$ cat config.mk
export PLATFORM = sky130hd
export DESIGN_NAME = seg7_scan_decoder
export DESIGN_NICKNAME = d
export VERILOG_FILES = /design/src/rtl/seg7_scan_pkg.sv /design/src/rtl/seg7_glyph_decode.sv /design/src/rtl/seg7_scan_decoder.sv
export SDC_FILE = /design/constraint.sdc
export NUM_CORES = 1
export LEC_CHECK = 0
export CAP_MARGIN = 25
export CELL_PAD_IN_SITES_DETAIL_PLACEMENT = 1
export CELL_PAD_IN_SITES_GLOBAL_PLACEMENT = 1
export CORE_ASPECT_RATIO = 1.5
export CORE_MARGIN = 2
export CORE_UTILIZATION = 48
export CTS_BUF_LIST = sky130_fd_sc_hd__clkbuf_2 sky130_fd_sc_hd__clkbuf_4 sky130_fd_sc_hd__clkbuf_8
export CTS_CLUSTER_SIZE = 28
export DETAILED_ROUTE_END_ITERATION = 16
export PLACE_DENSITY_LB_ADDON = 0.12
export SYNTH_ARGS = -nofsm -noshare
export SYNTH_HDL_FRONTEND = slang
export SYNTH_HIERARCHICAL = 1
export SYNTH_SLANG_ARGS = --single-unit
$ cat constraint.sdc
create_clock -name clk -period 5.5 [get_ports clk]
set_clock_uncertainty 0.05 [all_clocks]
set_input_delay 1.375 -clock clk [delete_from_list [all_inputs] [get_ports clk]]
set_output_delay 1.375 -clock clk [all_outputs]
set_load 0.05 [all_outputs]
$ cat src/rtl/seg7_scan_pkg.sv
// seg7_scan_pkg: glyph table, blank pattern, FSM states and decode result type for the seven-segment scan decoder
package seg7_scan_pkg;
  typedef enum logic [1:0] {IDLE, SETTLING, HOLD} state_t;
  typedef struct packed {
    logic [3:0] nibble;
    logic blank;
    logic err;
  } dec_t;
  localparam logic [6:0] BLANK_PATTERN = 7'h7F;
  // Active-low {a,b,c,d,e,f,g}; entry k is the glyph for hex digit k
  localparam logic [6:0] GLYPHS [16] = '{
    7'h01, 7'h4F, 7'h12, 7'h06, 7'h4C, 7'h24, 7'h20, 7'h0F,
    7'h00, 7'h0C, 7'h08, 7'h60, 7'h31, 7'h42, 7'h30, 7'h38
  };
  localparam logic [6:0] NINE_WITH_D = 7'h04;
  localparam logic [6:0] SEVEN_WITH_F = 7'h0D;
endpackage

$ cat src/rtl/seg7_glyph_decode.sv
// seg7_glyph_decode: maps an active-low segment pattern to a hex nibble with blank/error flags
module seg7_glyph_decode
  import seg7_scan_pkg::*;
(
  input  logic [6:0] seg,
  output dec_t       res
);
  always_comb begin
    res = '{nibble: 4'h0, blank: seg == BLANK_PATTERN, err: seg != BLANK_PATTERN};
    for (int k = 0; k < 16; k++)
      if (seg == GLYPHS[k]) res = '{nibble: 4'(k), blank: 1'b0, err: 1'b0};
    if (seg == NINE_WITH_D) res = '{nibble: 4'h9, blank: 1'b0, err: 1'b0};
    if (seg == SEVEN_WITH_F) res = '{nibble: 4'h7, blank: 1'b0, err: 1'b0};
  end
endmodule

$ cat src/rtl/seg7_scan_decoder.sv
// seg7_scan_decoder: passive monitor that rebuilds 8-digit frames from a multiplexed seven-segment scan
// Define SEG7_SCAN_DP_CAPTURE_EN to capture decimal points into dp_out.
module seg7_scan_decoder
  import seg7_scan_pkg::*;
#(
  parameter int NUM_DIGITS = 8,
  parameter int SETTLE = 4,
  parameter int TIMEOUT = 1048576
) (
  input  logic                    clk,
  input  logic                    reset,
  input  logic [NUM_DIGITS-1:0]   E,
  input  logic [6:0]              CA2G,
  input  logic                    dp,
  output logic [4*NUM_DIGITS-1:0] value,
  output logic [NUM_DIGITS-1:0]   blank_mask,
  output logic [NUM_DIGITS-1:0]   err_mask,
  output logic [NUM_DIGITS-1:0]   dp_out,
  output logic                    frame_valid,
  output logic                    anode_err,
  output logic                    stale
);
  localparam int CW = $clog2(SETTLE + 1);
  localparam int TW = $clog2(TIMEOUT + 1);
  logic [NUM_DIGITS-1:0] e_q, e_prev, sel, seen, cap_bit, sh_blank, sh_err, sh_blank_nx, sh_err_nx;
  logic [4*NUM_DIGITS-1:0] sh_val, sh_val_nx;
  logic [6:0] seg_q;
  logic [CW-1:0] cnt, cnt_nx, run;
  logic [TW-1:0] tcnt, tcnt_nx;
  logic none, one, multi, changed, cap, commit;
  state_t state, state_nx;
  dec_t dec;
  seg7_glyph_decode u_dec (.seg(seg_q), .res(dec));
  assign sel = ~e_q;
  assign none = sel == '0;
  assign one = !none && ((sel & (sel - NUM_DIGITS'(1))) == '0);
  assign multi = !none && !one;
  assign changed = e_q != e_prev;
  assign run = (state == SETTLING && !changed) ? cnt + CW'(1) : CW'(1);
  assign commit = &seen;
  assign tcnt_nx = commit ? '0 : (tcnt == TW'(TIMEOUT) ? tcnt : tcnt + TW'(1));
  // A held digit in HOLD is ignored until the anodes move, so each dwell captures once
  always_comb begin
    state_nx = state;
    cnt_nx = cnt;
    cap = 1'b0;
    if (state != HOLD || changed) begin
      cnt_nx = run;
      cap = one && run >= CW'(SETTLE);
      state_nx = !one ? IDLE : cap ? HOLD : SETTLING;
    end
  end
  always_comb begin
    cap_bit = cap ? sel : '0;
    sh_blank_nx = (sh_blank & ~cap_bit) | (cap_bit & {NUM_DIGITS{dec.blank}});
    sh_err_nx = (sh_err & ~cap_bit) | (cap_bit & {NUM_DIGITS{dec.err}});
    sh_val_nx = sh_val;
    for (int i = 0; i < NUM_DIGITS; i++)
      if (cap_bit[i]) sh_val_nx[4*i+:4] = dec.nibble;
  end
  always_ff @(posedge clk) begin
    if (reset) begin
      e_q <= '1;
      e_prev <= '1;
      seg_q <= BLANK_PATTERN;
      state <= IDLE;
      cnt <= '0;
      seen <= '0;
      sh_val <= '0;
      sh_blank <= '0;
      sh_err <= '0;
      tcnt <= '0;
      value <= '0;
      blank_mask <= '0;
      err_mask <= '0;
      frame_valid <= 1'b0;
      anode_err <= 1'b0;
      stale <= 1'b0;
    end else begin
      e_q <= E;
      e_prev <= e_q;
      seg_q <= CA2G;
      state <= state_nx;
      cnt <= cnt_nx;
      anode_err <= multi && changed;
      frame_valid <= commit;
      sh_val <= sh_val_nx;
      sh_blank <= sh_blank_nx;
      sh_err <= sh_err_nx;
      seen <= commit ? '0 : seen | cap_bit;
      tcnt <= tcnt_nx;
      stale <= tcnt_nx == TW'(TIMEOUT);
      if (commit) begin
        value <= sh_val_nx;
        blank_mask <= sh_blank_nx;
        err_mask <= sh_err_nx;
      end
    end
  end
`ifdef SEG7_SCAN_DP_CAPTURE_EN
  logic dp_q;
  logic [NUM_DIGITS-1:0] sh_dp, sh_dp_nx;
  assign sh_dp_nx = (sh_dp & ~cap_bit) | (cap_bit & {NUM_DIGITS{~dp_q}});
  always_ff @(posedge clk) begin
    if (reset) begin
      dp_q <= 1'b1;
      sh_dp <= '0;
      dp_out <= '0;
    end else begin
      dp_q <= dp;
      sh_dp <= sh_dp_nx;
      if (commit) dp_out <= sh_dp_nx;
    end
  end
`else
  logic unused_dp;
  assign unused_dp = dp;
  assign dp_out = '0;
`endif
endmodule

==> impl_metrics.yaml <==
worst_setup_path:
  critical_path_depth: 1
  cp_slowest_cell: "clkdlybuf4s50_1"
  r2r-end: "stale"
  cp-start-kind: "flip-flop"
  cp_max_fo: 2
  r2r_cells: 8
  crit_path_start: "err_mask[6]"
  end_kind: "primary output"
  max_stage_delay_ns: 0.82
  path_cells: "clkdlybuf4s50_1"
  crit_arrival_ns: 1.66
  crit_type: "reg2out"
  setup.worst_path.end: "err_mask[6]"
  regToRegStartpoint: "tcnt[1]"
  critPathRequiredTime_ns: 4.07
  cp_top_family: "buffers and inverters"
  crit_buf_inv: 1
  r2r_slack_ns: 2.52
detailed_routing:
  wirelength_microns: 15920
  routed_via_density: 5.547
  vias: 4970
  highest_layer: "met4"
  drtAntennaViolNets: 0
  drt-wirelength-per-cell_microns: 17.77
  wl_met1_microns: 6008
  dr_wl_met3_microns: 531
  drtIter0Drc: 163
  post-route-drc-count: 0
  first_pass_iters: 4
  wl_met2_microns: 8912
yosys:
  synth_cell_type_count: 63
  syn_area_per_cell_sq_um: 9.277
  synth-seq-area-share: 0.4893
  synth.top_cells.by_count: "dfxtp_1, nor2_1, mux2i_1"
  ys_warn_count: 6
  synth_top_area_cell: "dfxtp_1"
  netlist_area_sq_um: 6382
  syn_inst: 688
  synth_ff_type: "dfxtp_1"
  synth-seq-cells: 156
  async_reset_ff_frac: 0
  yosysMostFrequentCell: "dfxtp_1"
  synth_area_leaders: "dfxtp_1, nor2_1, mux2i_1"
  synth-edff-count: 0
  synth_top_area_frac: 0.4893
clocking:
  cts-resized-gates: 0
  clkTransAtPathRegs_ns: 0.09
  clock_sinks: 156
  cts_setup_buffers: 0
  clk_latency_ns: 0.46
  cts_tree: "yes"
  h-tree-depth: 4
  clockRootBuffer: "clkbuf_8"
  cts_hold_buf: 0
  cts_buffer_depth: 2
  cts_buffers: 17
grt:
  grtUsageTotal: 0.2286
  antenna_found_initial: 0
  grt_pass1_wl_microns: 26120
  grt_remaining_overflow: 0
  grt_pass1_vias: 5312
  grt_max_degree: 82
floorplanning:
  fp.coreArea_sq_um: 13020
  initial_core_util: 0.4903
  num_io_pins: 77
  fp.dieH_microns: 145.2
  row_count: 51
  chipWidth_microns: 98.15
  dieArea_sq_um: 14250
sta:
  drv_slew: 0
  hold_ws_ns: 0.4258
  fmax_mhz: 324.4
  tns_ns: 0
  finalCritPeriodShare: 0.5604
  setup_ws_ns: 2.418
  period_needed_ns: 3.082
  setup_viol: 0
  timing.slew.headroom: 0.3858
  rsz0062_at_grt: "no"
  finalHoldViolations: 0
  worst_slew_pin_slew_ns: 0.9151
status:
  status: "finished clean"
power_and_ir_drop:
  p_leak_nw: 2.481
  power.density_nw_per_um2: 286.1
  p_int_mw: 1.572
  clockPowerShare: 0.403
  switching_share: 0.2614
  vdd_drop_max_mv: 0.2013
  power_frac_seq: 0.545
  p_switching_mw: 0.5564
  combPwrFrac: 0.052
place:
  dp_hpwl_microns: 11020
  place.port_buffers: 67
  gp_congestion: 0.8587
  dp.cells: 863
  dp_slack_ns: 2.529
final_layout:
  diodes: 0
  multi_input_area_sq_um: 2960
  area_growth_syn_to_layout_pct: 16.57
  fillCellCount: 1500
  layout-drive-gt1-share: 0.1113
  seq_area_sq_um: 3123
  nets: 745
  fin_cells: 896
min_path:
  hold_path_class: "reg2reg"
  worst_hold_startpoint: "cnt[2]"
job:
  maxCapViolations: 0
## worst reg2reg max path, cell delays in order (launching register included)
cell	delay, ns
dfxtp_1	0.42
ha_1	0.30
nand3_1	0.17
nor4_1	0.76
xnor2_1	0.24
nand2_1	0.07
or4_1	0.47
o41ai_1	0.23
and4_1	0.23
## worst min-delay path by stage
stage	slack, ns	cells past startpoint	to
6_report	0.43	2	cnt[2]
4_1_cts	0.43	2	cnt[2]
2_1_floorplan	0.39	2	seen[0]
3_3_place_gp	0.40	2	seen[0]
3_5_place_dp	0.42	2	cnt[2]
5_1_grt	0.46	2	cnt[2]
## routing by layer
metal	vias up	GRT usage
li1	2418	-
met1	2426	0.2392
met2	91	0.4308
met3	35	0.04335
met4	0	0.1062
met5	-	0
## power groups by stage
stage / Clock, mW / Sequential, mW / Combinational [mW]
after floorplan: 0 / 1.18 / 0.0932
after global placement: 0 / 1.19 / 0.104
after detailed placement: 0 / 1.19 / 0.110
after CTS: 0.876 / 1.16 / 0.111
after global routing: 0.925 / 1.16 / 0.120
final: 0.857 / 1.16 / 0.110
## area by class of cell
cell class | instances | area share
inverters | 4 | 0.002018
clock inverters | 14 | 0.02001
multi-input cells | 472 | 0.3979
clock buffers | 18 | 0.03330
flip-flops and latches | 156 | 0.4198
well taps | 159 | 0.02674
repair buffers | 73 | 0.1002
## kinds of logic (layout without fill, tap and decap cells)
logic type / after synthesis / in the layout / synth area share
fa+ha+maj: 4 / 4 / 0.007450
flops: 156 / 156 / 0.4893
xor+xnor: 38 / 38 / 0.05215
compound gates: 89 / 89 / 0.1047
buf+inv: 67 / 109 / 0.05215
simple gates: 282 / 282 / 0.2135
other cells: 1 / 8 / 0.0005876
mux: 51 / 51 / 0.08018
## cell usage in the layout, fill, tap and decap left out, drive strengths merged, types with 8 or more instances in the layout
cell type      instances
a211oi                48
xor2                  14
o21ai                  8
nand2                 19
nand3                 13
mux2i                 50
or2                   25
clkbuf                18
xnor2                 24
dfxtp                156
inv                   11
nor3                  13
clkdlybuf4s50         66
nand4                 14
conb                   8
nor2                 159
## state kept, by name, summed over array words and instances, names as in the netlist
signal       cells
sh_val          32
seen             8
tcnt            21
e_prev           8
blank_mask       8
sh_blank         8
e_q              8
cnt              3
seg_q            7
frame_valid      1
sh_err           8
value           32
anode_err        1
state            2
err_mask         8
stale            1
## per-stage QoR
step | total power, mW | utilization | area (sq um)
floorplan | 1.272 | - | 6409
global placement | 1.290 | 0.5374 | 6995
detailed placement | 1.297 | 0.5395 | 7023
CTS | 2.148 | 0.5700 | 7420
global route | 2.209 | 0.5715 | 7440
finish | 2.129 | 0.5715 | 7440
Power figures use the tool's default switching activity.
